==> src/rtl/hwpe_stream_tcdm_load_arbiter.sv <==
// Round-robin arbiter sharing one read-only TCDM master among NB_REQ load requesters,
// with in-order response routing. Optional perf counters: HWPE_TCDM_LOAD_ARB_PERF_EN.

module hwpe_stream_tcdm_load_arbiter_lane #(
  parameter int unsigned IDX_W = 2,
  parameter int unsigned LANE  = 0
) (
  input  logic [IDX_W-1:0] winner_i,
  input  logic             hs_i,
  input  logic [IDX_W-1:0] head_i,
  input  logic             pop_i,
  output logic             gnt_o,
  output logic             r_valid_o
);

  assign gnt_o     = hs_i  & (winner_i == IDX_W'(LANE));
  assign r_valid_o = pop_i & (head_i   == IDX_W'(LANE));

endmodule

module hwpe_stream_tcdm_load_arbiter #(
  parameter int unsigned NB_REQ          = 4,
  parameter int unsigned MAX_OUTSTANDING = 8
) (
  input  logic                 clk_i,
  input  logic                 rst_ni,
  input  logic                 clear_i,
  input  logic [NB_REQ-1:0]    s_req_i,
  input  logic [NB_REQ*32-1:0] s_add_i,
  output logic [NB_REQ-1:0]    s_gnt_o,
  output logic [NB_REQ-1:0]    s_r_valid_o,
  output logic [31:0]          s_r_data_o,
  output logic                 m_req_o,
  output logic [31:0]          m_add_o,
  output logic                 m_wen_o,
  output logic [3:0]           m_be_o,
  output logic [31:0]          m_data_o,
  input  logic                 m_gnt_i,
  input  logic                 m_r_valid_i,
  input  logic [31:0]          m_r_data_i,
  output logic                 busy_o,
  output logic                 err_o
`ifdef HWPE_TCDM_LOAD_ARB_PERF_EN
  ,
  output logic [31:0]          perf_stall_o,
  output logic [31:0]          perf_grants_o
`endif
);

  localparam int unsigned IDX_W = (NB_REQ > 1) ? $clog2(NB_REQ) : 1;
  localparam int unsigned PTR_W = (MAX_OUTSTANDING > 1) ? $clog2(MAX_OUTSTANDING) : 1;
  localparam int unsigned CNT_W = PTR_W + 1;

  logic [NB_REQ-1:0][31:0]           add_arr;
  logic [MAX_OUTSTANDING-1:0][IDX_W-1:0] id_q, id_d;
  logic [IDX_W-1:0] prio_q, prio_d;
  logic [PTR_W-1:0] wr_q, wr_d, rd_q, rd_d;
  logic [CNT_W-1:0] cnt_q, cnt_d;
  logic             err_q, err_d;

  logic [IDX_W-1:0] winner, winner_nxt, head;
  logic             id_full, id_empty, hs, pop;

  assign add_arr  = s_add_i;
  assign id_full  = (cnt_q == CNT_W'(MAX_OUTSTANDING));
  assign id_empty = (cnt_q == '0);
  assign head     = id_q[rd_q];

  // Scan from the priority pointer upward, wrapping; first requester found wins.
  always_comb begin
    logic        found;
    int unsigned cand;
    winner = prio_q;
    found  = 1'b0;
    for (int unsigned i = 0; i < NB_REQ; i++) begin
      cand = 32'(prio_q) + i;
      if (cand >= NB_REQ) cand = cand - NB_REQ;
      if (!found && s_req_i[cand]) begin
        winner = IDX_W'(cand);
        found  = 1'b1;
      end
    end
  end

  assign winner_nxt = (winner == IDX_W'(NB_REQ-1)) ? '0 : winner + 1'b1;

  assign m_req_o  = (|s_req_i) & ~id_full;
  assign m_add_o  = add_arr[winner];
  assign m_wen_o  = 1'b1;
  assign m_be_o   = 4'hF;
  assign m_data_o = '0;
  assign hs       = m_req_o & m_gnt_i;
  assign pop      = m_r_valid_i & ~id_empty;

  assign s_r_data_o = m_r_data_i;
  assign busy_o     = ~id_empty;
  assign err_o      = err_q;

  for (genvar l = 0; l < NB_REQ; l++) begin : g_lane
    hwpe_stream_tcdm_load_arbiter_lane #(
      .IDX_W (IDX_W),
      .LANE  (l)
    ) i_lane (
      .winner_i  (winner),
      .hs_i      (hs),
      .head_i    (head),
      .pop_i     (pop),
      .gnt_o     (s_gnt_o[l]),
      .r_valid_o (s_r_valid_o[l])
    );
  end

  always_comb begin
    prio_d = prio_q;
    wr_d   = wr_q;
    rd_d   = rd_q;
    cnt_d  = cnt_q;
    err_d  = err_q;
    id_d   = id_q;
    if (clear_i) begin
      prio_d = '0;
      wr_d   = '0;
      rd_d   = '0;
      cnt_d  = '0;
      err_d  = 1'b0;
    end else begin
      if (hs) begin
        id_d[wr_q] = winner;
        wr_d       = wr_q + 1'b1;
        prio_d     = winner_nxt;
      end
      if (pop) rd_d = rd_q + 1'b1;
      case ({hs, pop})
        2'b10:   cnt_d = cnt_q + 1'b1;
        2'b01:   cnt_d = cnt_q - 1'b1;
        default: cnt_d = cnt_q;
      endcase
      // A response with nothing in flight has no owner: flag it and drop it.
      if (m_r_valid_i && id_empty) err_d = 1'b1;
    end
  end

  always_ff @(posedge clk_i or negedge rst_ni) begin
    if (!rst_ni) begin
      prio_q <= '0;
      wr_q   <= '0;
      rd_q   <= '0;
      cnt_q  <= '0;
      err_q  <= 1'b0;
      id_q   <= '0;
    end else begin
      prio_q <= prio_d;
      wr_q   <= wr_d;
      rd_q   <= rd_d;
      cnt_q  <= cnt_d;
      err_q  <= err_d;
      id_q   <= id_d;
    end
  end

`ifdef HWPE_TCDM_LOAD_ARB_PERF_EN
  logic [31:0] stall_q, stall_d, grants_q, grants_d;

  always_comb begin
    stall_d  = stall_q;
    grants_d = grants_q;
    if (clear_i) begin
      stall_d  = '0;
      grants_d = '0;
    end else begin
      if ((|s_req_i) && !hs && (stall_q != '1)) stall_d = stall_q + 1'b1;
      if (hs && (grants_q != '1))               grants_d = grants_q + 1'b1;
    end
  end

  always_ff @(posedge clk_i or negedge rst_ni) begin
    if (!rst_ni) begin
      stall_q  <= '0;
      grants_q <= '0;
    end else begin
      stall_q  <= stall_d;
      grants_q <= grants_d;
    end
  end

  assign perf_stall_o  = stall_q;
  assign perf_grants_o = grants_q;
`endif

endmodule
==> config.mk <==
export PLATFORM = sky130hd
export DESIGN_NAME = hwpe_stream_tcdm_load_arbiter
export DESIGN_NICKNAME = d
export VERILOG_FILES = /design/src/rtl/hwpe_stream_tcdm_load_arbiter.sv
export SDC_FILE = /design/constraint.sdc
export NUM_CORES = 1
export LEC_CHECK = 0
export ABC_CLOCK_PERIOD_IN_PS = 4500
export CAP_MARGIN = 25
export CORE_AREA = 2 2 110 112
export CTS_CLUSTER_DIAMETER = 60
export DETAILED_ROUTE_END_ITERATION = 16
export DIE_AREA = 0 0 112 114
export PLACE_DENSITY = 0.84
export SKIP_LAST_GASP = 1
export SYNTH_ARGS = -nofsm -noshare
export SYNTH_HDL_FRONTEND = slang
export SYNTH_SLANG_ARGS = --single-unit
==> constraint.sdc <==
create_clock -name clk_i -period 4.5 [get_ports clk_i]
set_input_delay 0.9 -clock clk_i [delete_from_list [all_inputs] [get_ports clk_i]]
set_output_delay 0.9 -clock clk_i [all_outputs]
set_load 0.02 [all_outputs]
# Yosys cells after proc, flatten, opt, wreduce, memory -nomap -nowiden
# Index checks and enable logic that the tools add are counted.
dict set report totals {
  reg_bits 29
  wordCells 114
}
dict set report classes {
  add_sub_neg 12
  bitwise_logic 14
  n_reduce_logical 17
  mux 37
  magnitude_cmp 12
  eq_ne 9
}
# cell count
set op_table {}
lappend op_table {{32-bit 2-to-1 mux} 5}
lappend op_table {{32-bit by 3-bit less-than comparator with 1-bit output (second input constant)} 4}
lappend op_table {{32-bit binary-select mux with 2-bit select} 1}
lappend op_table {{2-bit 2-to-1 mux} 9}
lappend op_table {{16-bit bitwise mux} 1}
lappend op_table {{3-bit 2-to-1 mux} 4}
lappend op_table {{3-bit by 3-bit subtractor with 4-bit output (second input constant)} 3}
lappend op_table {{1-bit AND} 11}
lappend op_table {{2-bit equality test (second input constant)} 5}
lappend op_table {{3-bit >= comparator (second input constant)} 3}
lappend op_table {{1-bit 2-to-1 mux} 9}
lappend op_table {{1-bit binary-select mux with 2-bit select} 4}
lappend op_table {{3-bit by 4-bit less-than comparator with 1-bit output (second input constant)} 2}
lappend op_table {{4-bit one-hot mux with 2 select lines} 1}
lappend op_table {{2-bit by 2-bit adder with 3-bit output (second input constant)} 2}
lappend op_table {{3-bit by 1-bit adder with 3-bit output (second input constant)} 2}
lappend op_table {{2-bit binary-select mux with 3-bit select} 1}
lappend op_table {{2-bit demux with 3-bit select} 1}
lappend op_table {{2-bit by 1-bit equality test with 1-bit output (second input constant)} 3}
lappend op_table {{2-bit nonzero test} 3}
lappend op_table {{1-bit logical AND} 5}
lappend op_table {{4-bit by 1-bit adder with 4-bit output (second input constant)} 1}
lappend op_table {{4-bit equality test (second input constant)} 1}
lappend op_table {{2-bit zero test} 2}
lappend op_table {{14 further kinds} 18}

# Longest topological paths before layout
dict set report logic_depth {
  word_depth 18
  ltp_mapped 11
  ltp_nobuf 9
}

# Hierarchy
# From an unflattened synthesis, not the netlist that was laid out.
dict set report hier_totals {
  cells_unflattened 398
  hier_area_um2 3080.5
}
# module instances seq_area_each_um2 area_per_inst_um2 cells_each
set modules_own_cells {}
lappend modules_own_cells {hwpe_stream_tcdm_load_arbiter 1 725.7 3007.9 390}
lappend modules_own_cells {{hwpe_stream_tcdm_load_arbiter_lane (g_lane[1].i_lane ...)} 2 0.0 17.5 2}
lappend modules_own_cells {{hwpe_stream_tcdm_load_arbiter_lane (g_lane[0].i_lane)} 1 0.0 25.0 2}
lappend modules_own_cells {{hwpe_stream_tcdm_load_arbiter_lane (g_lane[3].i_lane)} 1 0.0 12.5 2}

# Worst setup path before layout
# OpenSTA, ideal clock, no wires.
dict set report synth_timing {
  path_type {input to output}
  startpoint {input s_req_i[0]}
  endpoint {output s_gnt_o[0]}
  setup_slack_ps 1266
  arrival_ps 2334
  required_ps 3600
  cell_stages 8
  n_path_buf 3
  path_cell_list {and2b_1 -> o31ai_1 -> buf_2 -> buf_2 -> inv_1 -> ha_1 -> and2_1 -> buf_4}
}
dict set report synth_between {
  elab_chain_cells 14
}
# element line
set synth_lines {}
lappend synth_lines {{from (decl)} 28} ;# input logic [NB_REQ-1:0] s_req_i,
lappend synth_lines {{1-bit binary-select mux with 2-bit select} 78} ;# if (!found && s_req_i[cand]) begin
lappend synth_lines {{1-bit 2-to-1 mux (not written as such)} 78}
lappend synth_lines {{1-bit 2-to-1 mux} 78}
lappend synth_lines {{1-bit zero test} 78}
lappend synth_lines {{1-bit logical AND} 78}
lappend synth_lines {{1-bit 2-to-1 mux} 78}
lappend synth_lines {{1-bit zero test} 78}
lappend synth_lines {{1-bit logical AND} 78}
lappend synth_lines {{1-bit 2-to-1 mux} 78}
lappend synth_lines {{1-bit zero test} 78}
lappend synth_lines {{1-bit logical AND} 78}
lappend synth_lines {{2-bit 2-to-1 mux (*)} 78}
lappend synth_lines {{named net g_lane[0].i_lane.winner_i[1]} 8} ;# input logic [IDX_W-1:0] winner_i,
lappend synth_lines {{2-bit zero test (*)} 16} ;# assign gnt_o = hs_i & (winner_i == IDX_W'(LANE));
lappend synth_lines {{1-bit AND (*)} 16}
lappend synth_lines {{to (decl)} 30} ;# output logic [NB_REQ-1:0] s_gnt_o,
# The timed path passes the listed nets; every way through them passes the cells marked *. The select of a mux whose other input is x is not followed.

# Final worst setup path
dict set report layout_timing {
  startpoint {input s_req_i[2]}
  endpoint {output m_add_o[15]}
}
dict set report layout_between {
  elab_chain_cells 14
}
# element line
set layout_lines {}
lappend layout_lines {{1-bit binary-select mux with 2-bit select} 78}
lappend layout_lines {{1-bit 2-to-1 mux (not written as such)} 78}
lappend layout_lines {{1-bit 2-to-1 mux} 78}
lappend layout_lines {{1-bit zero test} 78}
lappend layout_lines {{1-bit logical AND} 78}
lappend layout_lines {{1-bit 2-to-1 mux} 78}
lappend layout_lines {{1-bit zero test} 78}
lappend layout_lines {{1-bit logical AND} 78}
lappend layout_lines {{1-bit 2-to-1 mux} 78}
lappend layout_lines {{1-bit zero test} 78}
lappend layout_lines {{1-bit logical AND} 78}
lappend layout_lines {{2-bit 2-to-1 mux (*)} 78}
lappend layout_lines {{named net g_lane[0].i_lane.winner_i[0]} 8}
lappend layout_lines {{32-bit binary-select mux with 2-bit select (*)} 88} ;# assign m_add_o = add_arr[winner];
lappend layout_lines {{32-bit 2-to-1 mux (not written as such) (*)} 88}
lappend layout_lines {{to (decl)} 34} ;# output logic [31:0] m_add_o,
# Marks and branches as above.

==> impl_metrics.json <==
{
  "outcome": "finished clean",
  "grt_util_all_layers_pct": 18.7,
  "slew_violations": 0,
  "viasPerCell": 4.73,
  "synth_top_family_by_area": "multiplexers",
  "rsz0062_at_grt": "no",
  "synth_top_area_cell": "mux4_2",
  "die_w_um": 112,
  "grt_pass1_vias": 2783,
  "yosysSeqAreaShare_pct": 23.1,
  "synthCells": 291,
  "synth_xor_area_share_pct": 1.95,
  "synthFlopType": "dfrtp_1",
  "setup_viol": 0,
  "worst_setup_path_end_kind": "primary output",
  "synth_mux_area_share_pct": 30.6,
  "start_util_pct": 26.8,
  "synth_seq_cells": 29,
  "cts_root_buffer": "clkbuf_16",
  "h-tree-depth": 2,
  "startpoint_type": "input pin",
  "cts_made_buffers": 5,
  "yosysWarnings": 0,
  "hold_path_class": "flip-flop to flip-flop",
  "drt_iter0_drc": 137,
  "path_delay_family": "buffers and inverters",
  "crit_chain": "clkdlybuf4s50_1 > nor2b_1 > nor3b_2 > o21ba_4 > inv_2 > buf_12 > mux4_2 > clkdlybuf4s50_1",
  "gr-total-overflow": 0,
  "cp.required_ns": 3.60,
  "grt_pass1_wl_um": 17400,
  "drc": 0,
  "synth_async_sr_flop_share_pct": 100,
  "cts-hold-fix-buffers": 0,
  "fmax_mhz": 229,
  "post_synth_num_cell_types": 51,
  "cts_setup_buffers": 0,
  "yosys.area_share.adder_pct": 3.18,
  "hold_violations": 0,
  "synth_commonest_cells": "buf_4 (77), mux4_2 (36), dfrtp_1 (29)",
  "synth_area_per_cell_um2": 10.8,
  "fin_crit_ns": 4.37,
  "clockBufferDepth": 2,
  "wl_per_cell_um": 21.7,
  "worst_slew_pin_slew_ns": 0.679,
  "critPathArrivalTime_ns": 3.47,
  "slowest_stage": "clkdlybuf4s50_1",
  "powerDensity_nw_per_um2": 372,
  "layout-drive-gt1-share_pct": 17.6,
  "post-dp-hpwl_um": 11000,
  "p_leak_nw": 1.94,
  "crit_fanout": 18,
  "r2r_setup_slack_ns": 1.42,
  "synth_compound_area_share_pct": 7.00,
  "synthSimpleGateAreaFrac_pct": 11.4,
  "hp-start": "id_q[4]",
  "min_path_cells": 2,
  "io_pins": 281,
  "area_growth_pct": 54.0,
  "die_height_um": 114,
  "max_slew_margin_pct": 54.3,
  "worst_ir_drop_vdd_v": 0.000273,
  "hold_path_end": "id_q[4]",
  "cp_num_buf_inv": 4,
  "crit_top_cell": "clkdlybuf4s50_1",
  "r2r-start": "cnt_q[3]",
  "die_area_um2": 12800,
  "vias": 2738,
  "setup_tns_ns": 0,
  "worst-r2r-cell-count": 10,
  "coreArea_um2": 11700,
  "crit_type": "input pin to primary output",
  "fillCellCount": 1104,
  "yosys.cell_count.top_type": "buf_4",
  "portBuffers": 179,
  "globalplace.congestion": 0.870,
  "cts.sinks": 29,
  "reg2reg_to": "cnt_q[3]",
  "min_period_over_period_pct": 97.2,
  "synth_top_area_share_pct": 25.8,
  "drv_cap": 0,
  "routed_wirelength_um": 12600,
  "skew_ns": 0.00684,
  "slowest_delay_ns": 0.57,
  "cts_tree": "yes",
  "utilization_pct": 41.3,
  "syn_area_um2": 3140,
  "antenna_found_initial": 1,
  "path_clk_slew_ns": 0.05,
  "fin_nets": 607,
  "insertion_delay_ns": 0.28,
  "antenna_left": 0,
  "grt_start_max_net_pins": 33,
  "cts_resized": 0,
  "synth_edf_count": 0,
  "rows": 40,
  "first_pass_iters": 4,
  "netlist_top_cells_area": "mux4_2 (26%), dfrtp_1 (23%), buf_4 (18%)"
}
layout make-up:
| type | count | area (µm²) | area share [%] |
|---|---|---|---|
| inverters | 4 | 15.0 | 0.310 |
| multi-input cells | 199 | 1850 | 38.3 |
| repair buffers | 191 | 1920 | 39.6 |
| diodes | 1 | 2.50 | 0.0517 |
| clock inverters | 3 | 17.5 | 0.362 |
| clock buffers | 5 | 125 | 2.58 |
| flip-flops and latches | 29 | 726 | 15.0 |
| well taps | 147 | 184 | 3.80 |
how the worst max path moves through the flow:
stage,from,endpoint,cells after the start
3_3_place_gp,s_req_i[2],m_add_o[6],8
4_1_cts,s_req_i[2],m_add_o[6],8
6_report,s_req_i[2],m_add_o[15],8
3_5_place_dp,s_req_i[2],m_add_o[6],8
5_1_grt,s_req_i[2],m_add_o[15],8
2_1_floorplan,s_req_i[0],s_gnt_o[0],8
state kept, by name, indices dropped and copies added (netlist names):
register and cells:
err_o 1, rd_q 3, wr_q 3, id_q 16
prio_q 2, cnt_q 4
worst reg2reg max path, stage by stage (launching register included):
cell and delay [ns]:
dfrtp_1 0.44, nor4_1 0.64, nor2b_1 0.24, buf_4 0.22, and2_1 0.17, ha_1 0.33
a31oi_1 0.26, a21boi_1 0.24, a41oi_1 0.15, a2bb2oi_1 0.16, a21oi_1 0.15
power breakdown:
group          switching [mW]  internal [mW]  total, mW
combinational           0.511          0.583       1.09
clock                   0.112          0.202      0.314
sequential             0.0735          0.321      0.395
cells by family (layout without fill, tap and decap cells):
group,count (synthesis),in the layout
buffers and inverters,98,203
other,2,38
XOR/XNOR,7,7
adder cells (fa/ha/maj),8,8
multiplexers,50,50
AO/OA/AOI/OAI,30,30
flip-flops,29,29
AND/OR/NAND/NOR,67,67
per-layer routing:
| metal | global-route usage, % | vias up | wire length (µm) |
|---|---|---|---|
| met5 | 0 | - | 0 |
| met4 | 5.77 | 0 | 246 |
| met3 | 9.67 | 17 | 1540 |
| met2 | 29.1 | 147 | 5850 |
| met1 | 22.6 | 1357 | 4960 |
| li1 | - | 1217 | - |
placed cells by master (no fill, tap or decap), drive strengths merged, types with 2 or more instances in the layout:
cell,instances
and2,5
dfrtp,29
nor4,3
o21ai,9
mux2i,5
mux2,9
or3,3
conb,37
a31oi,2
buf,13
mux4,36
a21oi,7
xnor2,4
xor2,3
nor2b,5
clkdlybuf4s50,178
ha,8
clkinv,2
inv,4
clkbuf,5
nor2,17
nor3,5
nand2,19
nand2b,2
stage by stage:
step | power (mW) | cell area, µm² | setup slack, ns | hold WS (ns) | std cells
CTS | 1.82 | 4840 | 0.122 | 0.488 | 578
detailed placement | 1.50 | 4700 | 0.128 | 0.478 | 570
global route | 1.90 | 4840 | 0.0222 | 0.518 | 579
floorplan | 1.12 | 3280 | 1.27 | 0.445 | 326
finish | 1.80 | 4840 | 0.125 | 0.483 | 579
global placement | 1.47 | 4700 | 0.208 | 0.462 | 570
No activity file was read; power rests on OpenSTA's default activity.
